**config.mk**
```make
export PLATFORM = sky130hd
export DESIGN_NAME = serial_addsub
export DESIGN_NICKNAME = d
export VERILOG_FILES = /design/src/rtl/serial_addsub_pkg.sv /design/src/rtl/serial_addsub_fas_bit.sv /design/src/rtl/serial_addsub.sv
export SDC_FILE = /design/constraint.sdc
export NUM_CORES = 1
export LEC_CHECK = 0
export CAP_MARGIN = 10
export CORE_MARGIN = 2
export CORE_UTILIZATION = 48
export DETAILED_ROUTE_END_ITERATION = 6
export PLACE_DENSITY = 0.84
export SETUP_SLACK_MARGIN = 0.1
export SYNTH_ARGS = -nofsm -noshare
export SYNTH_HDL_FRONTEND = slang
export SYNTH_SLANG_ARGS = --single-unit
```
**constraint.sdc**
```tcl
create_clock -name clk -period 1.55 [get_ports clk]
set_input_delay 0.3875 -clock clk [delete_from_list [all_inputs] [get_ports clk]]
set_output_delay 0.3875 -clock clk [all_outputs]
set_load 0.02 [all_outputs]
```
**src/rtl/serial_addsub_pkg.sv**
```systemverilog
// Shared types and encodings for the bit-serial add/subtract engine.
package serial_addsub_pkg;

   typedef enum logic [1:0] {
      IDLE,
      SHIFT,
      DONE
   } state_t;

   localparam logic ADD = 1'b1;
   localparam logic SUB = 1'b0;

endpackage

```
**src/rtl/serial_addsub_fas_bit.sv**
```systemverilog
// Combinational 1-bit full adder cell; the sequencer feeds it one bit pair per clock.
module fas_bit (
   input  logic a,
   input  logic b,
   input  logic cin,
   output logic s,
   output logic cout
);

   assign s    = a ^ b ^ cin;
   assign cout = (a & b) | (a & cin) | (b & cin);

endmodule

```
**src/rtl/serial_addsub.sv**
```systemverilog
// Bit-serial add/subtract engine: LSB-first through a single full-adder cell.
// Optional signed-overflow flag enabled by defining SERIAL_ADDSUB_OVF_EN.
module serial_addsub
   import serial_addsub_pkg::*;
#(
   parameter int WIDTH = 8
) (
   input  logic             clk,
   input  logic             rst_n,
   input  logic             in_valid,
   output logic             in_ready,
   input  logic [WIDTH-1:0] op_a,
   input  logic [WIDTH-1:0] op_b,
   input  logic             a_ns,
   output logic             out_valid,
   input  logic             out_ready,
   output logic [WIDTH-1:0] result,
   output logic             cout,
   output logic             overflow
);

   localparam int                CNT_W = $clog2(WIDTH);
   localparam logic [CNT_W-1:0] LAST  = CNT_W'(WIDTH - 1);

   state_t             r_state;
   logic [WIDTH-1:0]   r_a;
   logic [WIDTH-1:0]   r_b;
   logic [WIDTH-1:0]   r_res;
   logic [CNT_W-1:0]   r_cnt;
   logic               r_ans;
   logic               r_carry;

   logic w_b;
   logic w_s;
   logic w_cout;

   // Subtract is A + ~B + 1: invert B here, the +1 comes from the preset carry.
   assign w_b = (r_ans == ADD) ? r_b[0] : ~r_b[0];

   fas_bit u_cell (
      .a    (r_a[0]),
      .b    (w_b),
      .cin  (r_carry),
      .s    (w_s),
      .cout (w_cout)
   );

   // NOTE: all state uses non-blocking assignments so every register samples
   // pre-edge values; reset is synchronous, hence only clk in the sensitivity list.
   always_ff @(posedge clk) begin
      if (!rst_n) begin
         r_state <= IDLE;
         r_a     <= '0;
         r_b     <= '0;
         r_res   <= '0;
         r_cnt   <= '0;
         r_ans   <= ADD;
         r_carry <= 1'b0;
      end else begin
         case (r_state)
            IDLE: begin
               if (in_valid) begin
                  r_a     <= op_a;
                  r_b     <= op_b;
                  r_ans   <= a_ns;
                  r_carry <= (a_ns == SUB);
                  r_cnt   <= '0;
                  r_state <= SHIFT;
               end
            end
            SHIFT: begin
               r_carry <= w_cout;
               r_res   <= {w_s, r_res[WIDTH-1:1]};
               r_a     <= r_a >> 1;
               r_b     <= r_b >> 1;
               if (r_cnt == LAST) begin
                  r_state <= DONE;
               end else begin
                  r_cnt <= r_cnt + 1'b1;
               end
            end
            DONE: begin
               if (out_ready) begin
                  r_state <= IDLE;
               end
            end
            default: r_state <= IDLE;
         endcase
      end
   end

   assign in_ready  = (r_state == IDLE);
   assign out_valid = (r_state == DONE);
   assign result    = r_res;
   assign cout      = r_carry;

`ifdef SERIAL_ADDSUB_OVF_EN
   logic r_cin_msb;

   // Carry into the MSB is the cell's carry-in on the last step.
   always_ff @(posedge clk) begin
      if (!rst_n) begin
         r_cin_msb <= 1'b0;
      end else if (r_state == SHIFT && r_cnt == LAST) begin
         r_cin_msb <= r_carry;
      end
   end

   assign overflow = r_cin_msb ^ r_carry;
`else
   assign overflow = 1'b0;
`endif

endmodule

```
### Word level (Yosys, flattened, before mapping)

Cells that the tools add are included.

* RAM bits: 0
* output and inout bits: 12
* memories kept: 0
* ROM bits: 0
* latch bits: 0
* input bits: 21
* register bits after elaboration: 31

* equality and inequality tests: 7
* add/subtract/negate cells: 1
* divide/modulo/power cells: 0
* multiply operators: 0
* bitwise gates (word level): 9
* order comparisons: 0
* shifts and indexed selects: 0
* reduce and logical (&&, ||, !) cells: 6
* multiplexer cells: 14

Operator list (number)
* $pmux W8 S2: 2
* $mux W8: 2
* $mux W2: 3
* $mux W3: 2
* $ne A2 B2 Y1 const B: 3
* $pmux W2 S3: 1
* $pmux W3 S2: 1
* $reduce_and A3 Y1: 2
* $reduce_and A2 Y1: 2
* $add A3 B1 Y3 const B: 1
* $and A1 B1 Y1: 3
* $eq A3 B3 Y1 const B: 1
* $eq A2 B1 Y1 const B: 1
* $eq A2 B2 Y1 const B: 1
* $logic_not A2 Y1: 1
* $mux W1: 2
* $ne A2 B1 Y1 const B: 1
* $not A1 Y1: 2
* $or A1 B1 Y1: 2
* $pmux W1 S2: 1
* $reduce_bool A2 Y1: 1
* $xor A1 B1 Y1: 2

### Logic depth before layout (Yosys ltp)

Gate-level depths: netlist of the first run.

* depth after elaboration: 6
* depth in mapped cells: 5
* mapped depth without buffers: 4

### Cells and area by module

From an unflattened synthesis of the first run, not the netlist that was laid out.

* cells, all modules: 149
* area, all modules: 1481.4 µm²

Modules (own cells, without submodules)
* serial_addsub: cells an instance 148, instances 1, area each 1461.4 µm²
* fas_bit: cells an instance 1, instances 1, area each 20.0 µm²

### Least setup slack after synthesis of the first run

OpenSTA, ideal clock, no wires.

* kind: flip-flop to flip-flop
* from: register r_carry (netlist: cout)
* to: register r_carry (netlist: cout)
* slack: 0.191 ns
* cell stages (with the launch flop): 5
* data required time: 1.481 ns
* period minus slack after synthesis: 1.359 ns
* path buffers: 0
* data arrival time: 1.290 ns
* cells stage by stage: dfxtp_1 inv_1 fa_1 mux2_2 o21ai_1

* cells in the longest elaborated chain, start to end: 4
* elaborated cells between the ends (all ways): 5
* those cells by class: 1 x mux; 4 x bitwise

RTL lines
* start: declaration: RTL line serial_addsub.sv:31 `logic r_carry;`
* start signal: assignment: RTL line serial_addsub.sv:66 `r_carry <= (a_ns == SUB);`
* start signal: assignment: RTL line serial_addsub.sv:72 `r_carry <= w_cout;`
* $and A1 B1 Y1: RTL line serial_addsub_fas_bit.sv:11 `assign cout = (a & b) | (a & cin) | (b & cin);`
* $or A1 B1 Y1: RTL line serial_addsub_fas_bit.sv:11
* $or A1 B1 Y1 *: RTL line serial_addsub_fas_bit.sv:11
* $pmux W1 S2 *: RTL line serial_addsub.sv:60 `case (r_state)`

Every way passes the cells marked *; elsewhere a longest branch is shown, timed or not.
A chain may end at the register's enable or synchronous reset.

### Worst setup path in the final report of the first run

* from: register r_res[5] (netlist: result[5])
* to: output result[5]

RTL lines
* start: declaration: RTL line serial_addsub.sv:28 `logic [WIDTH-1:0] r_res;`
* start signal: assignment: RTL line serial_addsub.sv:73 `r_res <= {w_s, r_res[WIDTH-1:1]};`
* end: declaration: RTL line serial_addsub.sv:17 `output logic [WIDTH-1:0] result,`

No word-level cell between the ends.

==> metrics.txt, run 1 <==
clock buffer depth=2; die area=3250 sq um; # nets final=218; largest net degree at the start of global routing=36; Starting DRT DRC Count=34; # hold bufs at CTS=0; Syn-to-layout area delta=28.4%; root buf cell=clkbuf_4; worst-case vdd ir drop=0.634 mV; num ports=33; clock latency on the worst-skew pair=0.33 ns; setup TNS=0 ns; PortBufs=31; max incr delay on CP=0.35 ns; top cells by area, synth=dfxtp_1 (46%), nand2_1 (10%), a21oi_1 (9.6%), o21ai_0 (5.2%), a21boi_0 (2.8%); HP Class=reg2reg; clk slew on worst S/H paths=0.09 ns; Worst path top cell family by delay=flip-flops; gpl congestion=0.822; Worst Skew=0.00644 ns; Core ar.=2710 sq um; max cap viols=0; reg2reg start=r_state[0]; hold path cells=2; CTS Buf Count=5; status=completed; routed wl met2=1460 um; Crit Path Class=reg2out; Hold Startpoint=result[0]; Final Hold Viols=0; drt via density=5.49; P_leak=0.708 nW; FF-to-FF End=r_b[4]; GRT overflow=0; htree depth=2; syn nets=184; minimum clock period=1.40 ns; YS warnings=0; Post-synth EDFFs=0; Die Wd=57.0 um; hold slack=0.454 ns; Yosys reg bits=31; Post-DP HPWL=2050 um; Data arrival, critical path=1.02 ns; layout cells sized above 1=12.4%; CTS Sinks=31; num rows=19; Setup crit start kind=flip-flop; Worst path slowest cell=dfxtp_1; Synth Area per Inst=8.43 sq um; CP cell instances=dlygate4sd2_1; initial antenna violation count=0; worst slack, placed=-0.185 ns; Tot GR Track Use=19.1%; number of inserted diodes=0; setup violators final=0; register area share after synthesis=46.0%; cells after synthesis=160; post-synth top area cell=dfxtp_1; Post-Route M1 WL=1170 um; routed wl met3=186 um; WL/cell=12.8 um; fin crit share=90.5%; library cells used by synthesis=31; Worst Path Required=1.16 ns; worst reg-to-reg path cell count=5; synthesized cell area=1350 sq um; via count=1229; DR top layer=met4; worst reg2reg setup slack=0.22 ns; DRT Pass-1 Iters=4; fin. max-slew vios=0; nature of the critical path endpoint=output port; ys async rst share=0%; count leader, synth=nand2_1; aggregate routed wire length=2880 um; vias in the first global route=1085; Final Power=1.58 mW; post-route cell area=1730 sq um; critical path buffer and inverter count=1; most instantiated cells after synthesis=nand2_1 (37), dfxtp_1 (31), a21oi_1 (26); Antenna Nets Post-Route=0; Initial Util=49.8%; RSZ-0062 raised after global routing=false; pwr/cell area=913 nW/um^2; Die Span Y=57.0 um; first-pass GRT wire length=4730 um; Synth top area share=46.0%; TritonCTS clock tree=done; main flop type after synthesis=dfxtp_1; Hold EP=result[0]; setup ws final=0.147 ns; # DRC=0; worst-path maximum fanout=3; Post-DP Area=1690 sq um; FMAX=713 MHz
## where the power goes
| group | internal, mW | switching (mW) |
|---|---|---|
| clock | 0.161 | 0.253 |
| combinational | 0.141 | 0.150 |
| sequential | 0.847 | 0.0290 |
| total | 1.15 | 0.433 |
## state kept, by name, summed over array words and instances (netlist names)
signal and count:
r_state 2, r_a 8, cout 1, r_ans 1, r_b 8, r_cnt 3
result 8
## stage by stage
step	instances	utilization, %
6_report	224	63.9
5_1_grt	224	63.9
4_1_cts	224	63.4
3_5_place_dp	218	62.4
3_3_place_gp	218	62.4
2_1_floorplan	160	-
## final cells by class
type | instances | area, sq um
multi-input combinational | 115 | 667
inverter | 3 | 11.3
clock buffer | 6 | 41.3
sequential | 31 | 621
fill | 250 | 978
timing repair buffer | 38 | 353
tap | 31 | 38.8
## placed cells by master (no fill, tap or decap), types with 2 or more instances in the layout
master and n:
o21ai_0 14, inv_1 3, clkbuf_4 5, dlygate4sd2_1 4, clkbuf_2 2, a21boi_1 2, nor2b_2 2, clkdlybuf4s15_1 3
nand2_1 37, nand2b_1 2, o22ai_1 3, a21boi_0 5, buf_4 7, nor2b_1 3, a21oi_1 26, dfxtp_1 31
ha_1 2, clkdlybuf4s50_1 20, a22oi_1 3
## per-layer routing
metal / track usage [%] / up-vias
li1: - / 610
met4: 11.0 / 0
met1: 21.8 / 569
met5: 0 / -
met2: 32.0 / 42
met3: 5.22 / 8
## cells by family after synthesis
logic type / synth area share [%]
buf+inv: 6.22
other cells: 0.278
xor+xnor: 0.649
simple gates: 16.1
flops: 46.0
fa+ha+maj: 3.34
compound gates: 25.8
mux: 1.58
## repair_timing
action / in CTS / in global routing
buffers inserted: 0 / 0
setup endpoints to repair: 11 / 19
resized for setup: 17 / 13
## how the worst max path moves through the flow
stage          cells past startpoint  slack [ns]      start        end
2_1_floorplan                      4        0.19       cout       cout
3_3_place_gp                       4       -0.15   in_valid     r_b[7]
3_5_place_dp                       4       -0.18   in_valid     r_b[7]
4_1_cts                            1        0.10       cout       cout
5_1_grt                            1        0.11  result[1]  result[1]
6_report                           1        0.15  result[5]  result[5]
Power figures use the tool's default switching activity.
==> inputs of run 2 (changes only) <==
CORE_MARGIN = unset   (was 2)
CORE_UTILIZATION = 49   (was 48)
SYNTH_HIERARCHICAL = 1   (was unset)
==> run 2 against run 1 <==
- the run now ends with design-rule violations left
- first-iteration DRC count rose by 59%
- clock skew increased by 0.0055 ns
- worst hold slack better by 0.031 ns
- sequential cell count unchanged
- via count down 3.9%
- sequential share of layout area fell by 3.1 points
- utilization up 3.9 points
- power is 17% higher
- setup slack gained 0.00073 ns
- sequential power grew 0.5%
- maximum frequency about the same
- largest cell class unchanged
- largest power group unchanged
==> metrics.txt, run 2 <==
worst-case vdd ir drop=0.735 mV (+16%); DRT Pass-1 Iters=6 (+2); Synth top area share=41.9% (-4.1 points); register area share after synthesis=41.9% (-4.1 points); Worst Path Required=1.16 ns (about the same); # DRC=2 (+2); RSZ-0062 raised after global routing=false; Worst Skew=0.0120 ns (+0.00551 ns); Final Power=1.84 mW (+17%); aggregate routed wire length=2950 um (+2.5%); most frequent CP cell=buf_4; # hold bufs at CTS=0 (unchanged); max incr delay on CP=0.32 ns (-0.03 ns); failing checks=design-rule violations; Initial Util=52.8% (+3.0 points); drt via density=5.44 (-0.81%); Post-synth EDFFs=0 (unchanged); worst reg-to-reg path cell count=6 (+1); routed wl met3=130 um (-30%); commonest non-fill, non-tap cell in the layout=nand2_1; most instantiated cells after synthesis=nand2_1 (35), dfxtp_1 (31), mux2i_1 (16); final non-filler cell total=217 (-3.1%); # nets final=209 (-4.1%); Die Span Y=57.0 um (about the same); pwr/cell area=969 nW/um^2 (+6.1%); die area=3250 sq um (about the same); FMAX=713 MHz (about the same); cells after synthesis=149 (-6.9%); HP Class=reg2reg; Post-Route M1 WL=1250 um (+7.1%); Data arrival, critical path=1.01 ns (about the same); CTS Buf Count=5 (unchanged); gpl congestion=0.691 (-16%); Synth Area per Inst=9.94 sq um (+18%); Post-CTS Setup Inserts=0 (unchanged); max cap viols=0 (unchanged); Fillers=211 (-16%); Antenna Nets Post-Route=0 (unchanged); routed wl met2=1530 um (+4.6%); YS warnings=6 (+6); library cells used by synthesis=28 (-9.7%); Post-DP HPWL=2200 um (+7.5%); Die Wd=57.0 um (about the same); root buf cell=clkbuf_4; clk slew on worst S/H paths=0.11 ns (+0.02 ns); hold path cells=2 (unchanged); clock buffer depth=2 (unchanged); Crit Path Class=reg2out; htree depth=2 (unchanged); largest net degree at the start of global routing=21 (-42%); CTS Sinks=31 (unchanged); fin crit share=90.5% (about the same); synthesized cell area=1480 sq um (+9.8%); Final Hold Viols=0 (unchanged); post-route cell area=1900 sq um (+9.8%); Yosys reg bits=31 (unchanged); worst-path maximum fanout=2 (-1); num ports=33 (unchanged); clock latency on the worst-skew pair=0.34 ns (about the same); Worst path top cell family by delay=flip-flops; layout cells sized above 1=16.7% (+4.2 points); hold slack=0.484 ns (+0.0306 ns); via count=1181 (-3.9%); Placed Cells incl. Taps=209 (-4.1%); most frequent cells in the layout=nand2_1 (35), dfxtp_1 (29), clkdlybuf4s50_1 (20), mux2i_1 (16), o211a_1 (15); initial antenna violation count=0 (unchanged); status=complete, but fails checks; Setup crit start kind=flip-flop; critical path buffer and inverter count=2 (+1); Post-DP Area=1820 sq um (+7.5%); Worst path slowest cell=dfxtp_1; Tot GR Track Use=19.7% (+0.59 points); GRT overflow=0 (unchanged); fin. max-slew vios=0 (unchanged); Starting DRT DRC Count=54 (+59%); first-pass GRT wire length=4890 um (+3.4%); nature of the critical path endpoint=output port; num rows=19 (unchanged); Syn-to-layout area delta=28.3% (about the same); Core ar.=2810 sq um (+3.5%); syn nets=173 (-6.0%); vias in the first global route=1103 (+1.7%); TritonCTS clock tree=done; CP cell instances=buf_4 -> nor2_1 -> buf_4; count leader, synth=nand2_1; P_leak=0.884 nW (+25%); PortBufs=31 (unchanged); minimum clock period=1.40 ns (-0.000731 ns); Crit path depth=3 (+2); WL/cell=13.6 um (+5.8%); number of inserted diodes=0 (unchanged); ys async rst share=0% (unchanged); top cells by area, synth=dfxtp_1 (42%), mux2i_1 (11%), o211a_1 (10%), nand2_1 (8.9%), a21boi_0 (5.6%); setup violators final=0 (unchanged); main flop type after synthesis=dfxtp_1; DR top layer=met4; post-synth top area cell=dfxtp_1
[run 2: changes by cell type in the layout (fill, tap and decap cells not counted), sizes merged, moves of 3 or more]
cell / delta
clkdlybuf4s15: +4
o211a: +14
mux2i: +15
o22ai: -3
dlygate4sd2: -4
o21ai: -15
buf: +4
a21oi: -26
a21boi: +4
[run 2: kinds of logic after synthesis]
logic type               Yosys count  share of synthesized area [%]
AND/OR/NAND/NOR                   47                           14.3
AO/OA/AOI/OAI                     35                           21.3
flip-flops                        31                           41.9
multiplexers                      16                           10.8
buffers and inverters             15                           7.85
adder cells (fa/ha/maj)            3                           3.04
other                              1                          0.253
XOR/XNOR                           1                          0.591
[run 2: power by group]
group	switching (mW)	total [mW]	internal [mW]
clock network	0.285	0.666	0.381
logic	0.132	0.297	0.165
registers	0.0332	0.880	0.846
[run 2: worst paths after layout]
| path | to | startpoint | slack [ns] |
|---|---|---|---|
| worst min register to register | result[5] | result[5] | 0.48 |
| worst max-delay path | in_ready | r_state[1] | 0.15 |
| worst max register to register | r_b[1] | r_state[1] | 0.22 |
| worst min-delay path | result[5] | result[5] | 0.48 |
[run 2: final cells by class]
class / instances / area, sq um / share of cell area [%]
well taps: 31 / 38.8 / 2.04
multi-input cells: 103 / 749 / 39.4
repair buffers: 42 / 395 / 20.8
flip-flops and latches: 31 / 623 / 32.8
clock inverters: 2 / 35.0 / 1.84
clock buffers: 6 / 51.3 / 2.70
inverters: 2 / 7.51 / 0.395
[run 2: per-layer routing]
layer | up-vias | GRT usage, %
met4 | 0 | 6.97
met3 | 5 | 6.12
met5 | - | 0
li1 | 589 | -
met2 | 27 | 35.3
met1 | 560 | 21.9
[run 2: repair_timing]
action,in CTS,in global routing
resized for setup,19,17
setup endpoints to repair,11,29
gates cloned,0,0
[run 2: worst reg2reg max path, delay by kind of cell, from the launching register on]
kind	cells	cell delay, ns
AOI/OAI and AO/OA	2	0.42
buffers and inverters	3	0.43
DFF	1	0.32
and+or+nand+nor	1	0.05
[run 2: through the flow]
stage | worst slack, ns | setup TNS (ns) | utilization [%]
after CTS | 0.100 | 0 | 67.2
final | 0.148 | 0 | 67.8
after global routing | 0.0969 | 0 | 67.8
after global placement | -0.0185 | -0.162 | 64.8
after floorplan | 0.311 | 0 | -
after detailed placement | -0.0602 | -0.804 | 64.8
